## config.mk

```make
export PLATFORM = sky130hd
export DESIGN_NAME = cpu_trace_buffer_flat
export DESIGN_NICKNAME = d
export VERILOG_FILES = /design/src/rtl/cpu_trace_buffer_if.sv /design/src/rtl/cpu_trace_buffer.sv /design/src/flat_wrapper.sv
export SDC_FILE = /design/constraint.sdc
export NUM_CORES = 1
export LEC_CHECK = 0
export CORE_ASPECT_RATIO = 1.75
export CORE_MARGIN = 2
export CORE_UTILIZATION = 40
export DETAILED_ROUTE_END_ITERATION = 10
export PLACE_DENSITY_LB_ADDON = 0.08
export SKIP_CTS_REPAIR_TIMING = 1
export SLEW_MARGIN = 40
export SYNTH_ARGS = -nofsm -noshare
export SYNTH_HDL_FRONTEND = slang
export SYNTH_SLANG_ARGS = --single-unit
```

## constraint.sdc

```tcl
create_clock -name clk -period 9.6 [get_ports clk]
set_clock_uncertainty 0.1 [all_clocks]
set_input_delay 1.44 -clock clk [delete_from_list [all_inputs] [get_ports clk]]
set_output_delay 1.44 -clock clk [all_outputs]
set_load 0.1 [all_outputs]
```

## src/rtl/cpu_trace_buffer_if.sv

```systemverilog
// Debug observation bus between the CPU commit stage and the trace buffer,
// plus the valid/ready drain port toward the host.
interface cpu_trace_buffer_if;
  logic        sample_en;
  logic [31:0] currentAddress;
  logic [5:0]  op;
  logic [31:0] ALU_out;
  logic [31:0] WD;

  logic        out_valid;
  logic        out_ready;
  logic [31:0] out_pc;
  logic [5:0]  out_op;
  logic [31:0] out_alu;
  logic [31:0] out_wd;
  logic [15:0] out_ts;

  modport master (
    output sample_en, currentAddress, op, ALU_out, WD, out_ready,
    input  out_valid, out_pc, out_op, out_alu, out_wd, out_ts
  );

  modport slave (
    input  sample_en, currentAddress, op, ALU_out, WD, out_ready,
    output out_valid, out_pc, out_op, out_alu, out_wd, out_ts
  );
endinterface

```

## src/rtl/cpu_trace_buffer.sv

```systemverilog
// Commit-trace FIFO: records CPU commit state while armed, drains through a
// first-word fall-through valid/ready port at the host's pace.
module cpu_trace_buffer #(
  parameter int DEPTH = 16,
  parameter int AW    = 4
) (
  input  logic              clk,
  input  logic              rst_n,
  input  logic              arm,
  input  logic              stop,
  cpu_trace_buffer_if.slave bus,
  output logic [AW:0]       count,
  output logic              capturing,
  output logic [15:0]       dropped
);

  typedef struct packed {
    logic [31:0] pc;
    logic [5:0]  op;
    logic [31:0] alu;
    logic [31:0] wd;
    logic [15:0] ts;
  } rec_t;

  typedef enum logic {IDLE, CAPTURE} state_t;

  localparam logic [AW:0] FULL = (AW+1)'(DEPTH);

  state_t        state, state_nxt;
  logic [AW-1:0] wr_ptr, rd_ptr;
  logic [15:0]   ts;
  rec_t          mem [DEPTH];
  rec_t          head;
  logic          full, push, pop, drop;

  assign full          = (count == FULL);
  assign bus.out_valid = (count != '0);
  assign pop           = bus.out_valid && bus.out_ready;
  assign capturing     = (state == CAPTURE);

  always_ff @(posedge clk or negedge rst_n) begin
    if (!rst_n) state <= IDLE;
    else        state <= state_nxt;
  end

  // Arm takes priority over everything: a sample on the arm edge is discarded.
  always_comb begin
    state_nxt = state;
    push      = 1'b0;
    drop      = 1'b0;
    case (state)
      IDLE: begin
        if (arm) state_nxt = CAPTURE;
      end
      CAPTURE: begin
        if (!arm) begin
          push = bus.sample_en && (!full || pop);
          drop = bus.sample_en && full && !pop;
          if (stop) state_nxt = IDLE;
        end
      end
      default: state_nxt = IDLE;
    endcase
  end

  always_ff @(posedge clk or negedge rst_n) begin
    if (!rst_n) begin
      wr_ptr  <= '0;
      rd_ptr  <= '0;
      count   <= '0;
      dropped <= '0;
      ts      <= '0;
    end else if (arm) begin
      wr_ptr  <= '0;
      rd_ptr  <= '0;
      count   <= '0;
      dropped <= '0;
      ts      <= '0;
    end else begin
      if (push) wr_ptr <= wr_ptr + 1'b1;
      if (pop)  rd_ptr <= rd_ptr + 1'b1;
      case ({push, pop})
        2'b10:   count <= count + 1'b1;
        2'b01:   count <= count - 1'b1;
        default: count <= count;
      endcase
      if (drop && dropped != 16'hFFFF) dropped <= dropped + 1'b1;
      if (state == CAPTURE) ts <= ts + 1'b1;
    end
  end

  // Storage carries no reset; stale entries are never visible while count == 0.
  always_ff @(posedge clk) begin
    if (push) begin
      mem[wr_ptr] <= '{pc:  bus.currentAddress,
                       op:  bus.op,
                       alu: bus.ALU_out,
                       wd:  bus.WD,
                       ts:  ts};
    end
  end

  assign head        = mem[rd_ptr];
  assign bus.out_pc  = head.pc;
  assign bus.out_op  = head.op;
  assign bus.out_alu = head.alu;
  assign bus.out_wd  = head.wd;
  assign bus.out_ts  = head.ts;

endmodule
```

## src/flat_wrapper.sv

```systemverilog
// flat-port wrapper written by rule: the top's interface ports become plain ports
module cpu_trace_buffer_flat 
#(
  parameter int DEPTH = 16,
  parameter int AW    = 4
)
  (clk, rst_n, arm, stop, count, capturing, dropped, bus_sample_en, bus_currentAddress, bus_op, bus_ALU_out, bus_WD, bus_out_ready, bus_out_valid, bus_out_pc, bus_out_op, bus_out_alu, bus_out_wd, bus_out_ts);
  cpu_trace_buffer_if bus_i ();
  input  logic clk;
  input  logic rst_n;
  input  logic arm;
  input  logic stop;
  output logic [AW:0] count;
  output logic capturing;
  output logic [15:0] dropped;
  input wire logic [$bits(bus_i.sample_en)-1:0] bus_sample_en;
  input wire logic [$bits(bus_i.currentAddress)-1:0] bus_currentAddress;
  input wire logic [$bits(bus_i.op)-1:0] bus_op;
  input wire logic [$bits(bus_i.ALU_out)-1:0] bus_ALU_out;
  input wire logic [$bits(bus_i.WD)-1:0] bus_WD;
  input wire logic [$bits(bus_i.out_ready)-1:0] bus_out_ready;
  output wire logic [$bits(bus_i.out_valid)-1:0] bus_out_valid;
  output wire logic [$bits(bus_i.out_pc)-1:0] bus_out_pc;
  output wire logic [$bits(bus_i.out_op)-1:0] bus_out_op;
  output wire logic [$bits(bus_i.out_alu)-1:0] bus_out_alu;
  output wire logic [$bits(bus_i.out_wd)-1:0] bus_out_wd;
  output wire logic [$bits(bus_i.out_ts)-1:0] bus_out_ts;
  assign bus_i.sample_en = bus_sample_en;
  assign bus_i.currentAddress = bus_currentAddress;
  assign bus_i.op = bus_op;
  assign bus_i.ALU_out = bus_ALU_out;
  assign bus_i.WD = bus_WD;
  assign bus_i.out_ready = bus_out_ready;
  assign bus_out_valid = bus_i.out_valid;
  assign bus_out_pc = bus_i.out_pc;
  assign bus_out_op = bus_i.out_op;
  assign bus_out_alu = bus_i.out_alu;
  assign bus_out_wd = bus_i.out_wd;
  assign bus_out_ts = bus_i.out_ts;
  cpu_trace_buffer #(.DEPTH(DEPTH), .AW(AW)) u_core (.clk(clk), .rst_n(rst_n), .arm(arm), .stop(stop), .bus(bus_i), .count(count), .capturing(capturing), .dropped(dropped));
endmodule
```

==> impl_metrics.py <==
metrics = {
    "job": {
        "maxCapViolCount": 0,
    },
    "logic_synthesis": {
        "yosysSeqAreaShare": 0.791,
        "synth_area_per_cell_um2": 25.3,
        "synth_edf_count": 1888,
        "synthTopCellsByCount": "edfxtp_1 (1,888), mux4_2 (590), clkbuf_1 (91)",
        "synth.net_count": 3004,
        "synth_top_area_frac": 0.775,
        "synth.most_common_cell": "edfxtp_1",
        "syn_area_um2": 73100,
        "ys_ff_latch": 1934,
        "synthTopCellsByArea": "edfxtp_1 (78%), mux4_2 (18%), dfrtp_1 (1.6%)",
        "yosys_warnings": 0,
        "yosysTopAreaCell": "edfxtp_1",
        "ys_async_sr_fraction": 0.0238,
        "syn_inst": 2887,
        "yosysUniqueCellTypes": 46,
        "synth_top_flop_cell": "edfxtp_1",
    },
    "cells_and_area": {
        "final_cells": 5792,
        "fin_area_um2": 84400,
        "fin_nets": 3372,
        "drive_gt1_frac": 0.319,
        "area_delta_synth_final_pct": 15.4,
        "multi_input_area_um2": 14800,
        "fin_util": 0.465,
        "seqCellArea_um2": 57900,
        "fillers": 14800,
    },
    "sta": {
        "setup_viol": 0,
        "finalMaxSlewViolations": 0,
        "setup-tns-final_ns": 0,
        "finalCritPeriodShare": 0.603,
        "clock.fmax_mhz": 173,
        "hold_slack_ns": 0.489,
        "worst_slew_pin_slew_ns": 0.857,
        "final.min_clock_period_ns": 5.79,
        "hold_violations": 0,
        "rsz0062_at_grt": "no",
        "maxSlewHeadroom": 0.429,
    },
    "clock_tree": {
        "clock_sinks": 1934,
        "cts-root-buf": "clkbuf_16",
        "clockBufferDepth": 4,
        "clk-insertion-delay-late_ns": 0.81,
        "clk_pin_slew_ns": 0.06,
        "htreeDepth": 4,
        "cts_made_buffers": 187,
        "cts_tree": "done",
    },
    "routing": {
        "via_per_inst": 5.55,
        "first_iter_violations": 2882,
        "vias": 32100,
        "post-route-drc-count": 0,
        "postRouteAntennaNets": 0,
        "drt_wl_total_mm": 178,
        "drt-wirelength-per-cell_um": 30.7,
        "dr.pass1.iters": 5,
    },
    "floorplanning": {
        "num_rows": 207,
        "initial_core_util": 0.403,
        "die_w_um": 327,
        "fp.dieArea_um2": 186000,
        "core-area_um2": 182000,
        "ioPinCount": 249,
        "dieHeight_um": 570,
    },
    "placement": {
        "globalplace.congestion": 0.721,
        "io_buffers": 248,
        "dp_hpwl_mm": 87.7,
        "dp.cells": 5466,
        "place_area_um2": 78600,
    },
    "critical_path": {
        "ff2ff_path_depth": 6,
        "worstSetupEndpointType": "output pin",
        "rrSetupSlack_ns": 5.37,
        "worstPathMaxFanout": 61,
        "cp.arrival_ns": 4.25,
        "setup.worst_path.class": "reg -> out",
        "startpoint_type": "register",
        "worst_ep_required_time_ns": 8.06,
    },
    "global_routing": {
        "grt_usage": 0.192,
        "antenna_found_initial": 20,
        "grt_pass1_vias": 35300,
        "grt_max_degree": 119,
        "grt_pass1_wl_mm": 255,
        "grt_overflow": 0,
    },
    "hold_path": {
        "holdPathStages": 2,
        "hold_path_class": "reg -> reg",
    },
    "pwr": {
        "intPower_mw": 15.0,
        "p_sw_mw": 6.13,
        "clkPwrFrac": 0.330,
        "pwr-share-seq": 0.445,
        "switching_share": 0.290,
        "p_per_area_nw_per_um2": 251,
        "vdd_drop_max_v": 0.000263,
        "combinationalPowerShare": 0.226,
        "power.leakage_nw": 25.7,
    },
    "run_status": {
        "status": "finished clean",
    },
}
[worst paths after layout]
kind,end,from
max,bus_out_alu[18],u_core.rd_ptr[0]$_DFFE_PN0P_
min,u_core.dropped[15]$_DFFE_PN0P_,u_core.dropped[15]$_DFFE_PN0P_
min in group asynchronous,u_core.count[1]$_DFFE_PN0P_,rst_n
max in group asynchronous,u_core.rd_ptr[0]$_DFFE_PN0P_,rst_n
min reg2reg,u_core.dropped[15]$_DFFE_PN0P_,u_core.dropped[15]$_DFFE_PN0P_
max reg2reg,u_core.mem[9][38]$_DFFE_PP_,u_core.capturing$_DFF_PN0_
[per-stage QoR]
step | power (mW) | setup WS [ns]
6_report | 21.2 | 3.81
5_1_grt | 21.9 | 3.55
4_1_cts | 21.5 | 3.62
3_5_place_dp | 14.4 | 4.01
3_3_place_gp | 14.5 | 3.90
2_1_floorplan | 13.4 | -1.40
[critical path: stages, from the launching register on]
cell     delay, ns
dfrtp_4       0.74
buf_12        0.30
buf_12        0.35
buf_16        0.39
mux4_2        0.56
mux4_2        0.55
buf_2         0.33
[per-layer routing]
layer,routed length [um],vias to the layer above,GRT usage,share of wire
met4,3750,24,0.0474,0.021
met3,9230,266,0.0358,0.052
li1,-,13300,-,-
met5,161,-,0,0.00091
met1,72800,17800,0.253,0.41
met2,91600,819,0.331,0.52
[area by class of cell]
| class | instances | share of cell area |
|---|---|---|
| multi-input cells | 797 | 0.175 |
| inverters | 8 | 0.000356 |
| clock inverters | 83 | 0.00808 |
| repair buffers | 327 | 0.0362 |
| well taps | 2403 | 0.0356 |
| diodes | 3 | 0.0000890 |
| clock buffers | 237 | 0.0591 |
| flip-flops and latches | 1934 | 0.686 |
[cells by family (layout without fill, tap and decap cells)]
kind of cell	Yosys count	after routing	synth area share
AOI/OAI and AO/OA	27	27	0.00299
buffers and inverters	156	655	0.00890
and+or+nand+nor	128	128	0.00857
xor gates and xnor gates	37	37	0.00443
DFF	1934	1934	0.791
adders and majority gates	9	9	0.00154
muxes	596	596	0.183
other	0	3	0
[cells in the final DEF (no fill, tap or decap), drive strengths merged, types with 2 or more instances in the layout]
cell           netlist  final
nand4               10     10
dfrtp               46     46
mux2i                5      5
nand2b               4      4
clkbuf              91    237
a211oi               4      4
nor2b                4      4
clkdlybuf4s50        0    105
buf                 57    222
inv                  8     10
nand2               17     17
mux4               590    590
a21oi                4      4
ha                   9      9
and3                 7      7
or4                  2      2
o211ai               4      4
edfxtp            1888   1888
bufinv               0     11
nand3               13     13
clkinv               0     66
o21ai                3      3
xnor2                9      9
o221ai               2      2
xor2                28     28
clkinvlp             0      4
nor2                56     56
diode                0      3
nor4                 4      4
nor3                 6      6
[power by group through the flow]
stage	registers (mW)	clock network (mW)	logic, mW
2_1_floorplan	9.61	0	3.79
3_3_place_gp	9.61	0	4.93
3_5_place_dp	9.59	0	4.86
4_1_cts	9.41	7.18	4.86
5_1_grt	9.41	7.49	5.04
6_report	9.41	6.98	4.77
[registers in the layout, summed over array words and instances, names as in the netlist]
name / count
u_core.rd_ptr: 4
u_core.mem: 1888
u_core.ts: 16
u_core.capturing: 1
u_core.wr_ptr: 4
u_core.count: 5
u_core.dropped: 16
Power figures use the tool's default switching activity.
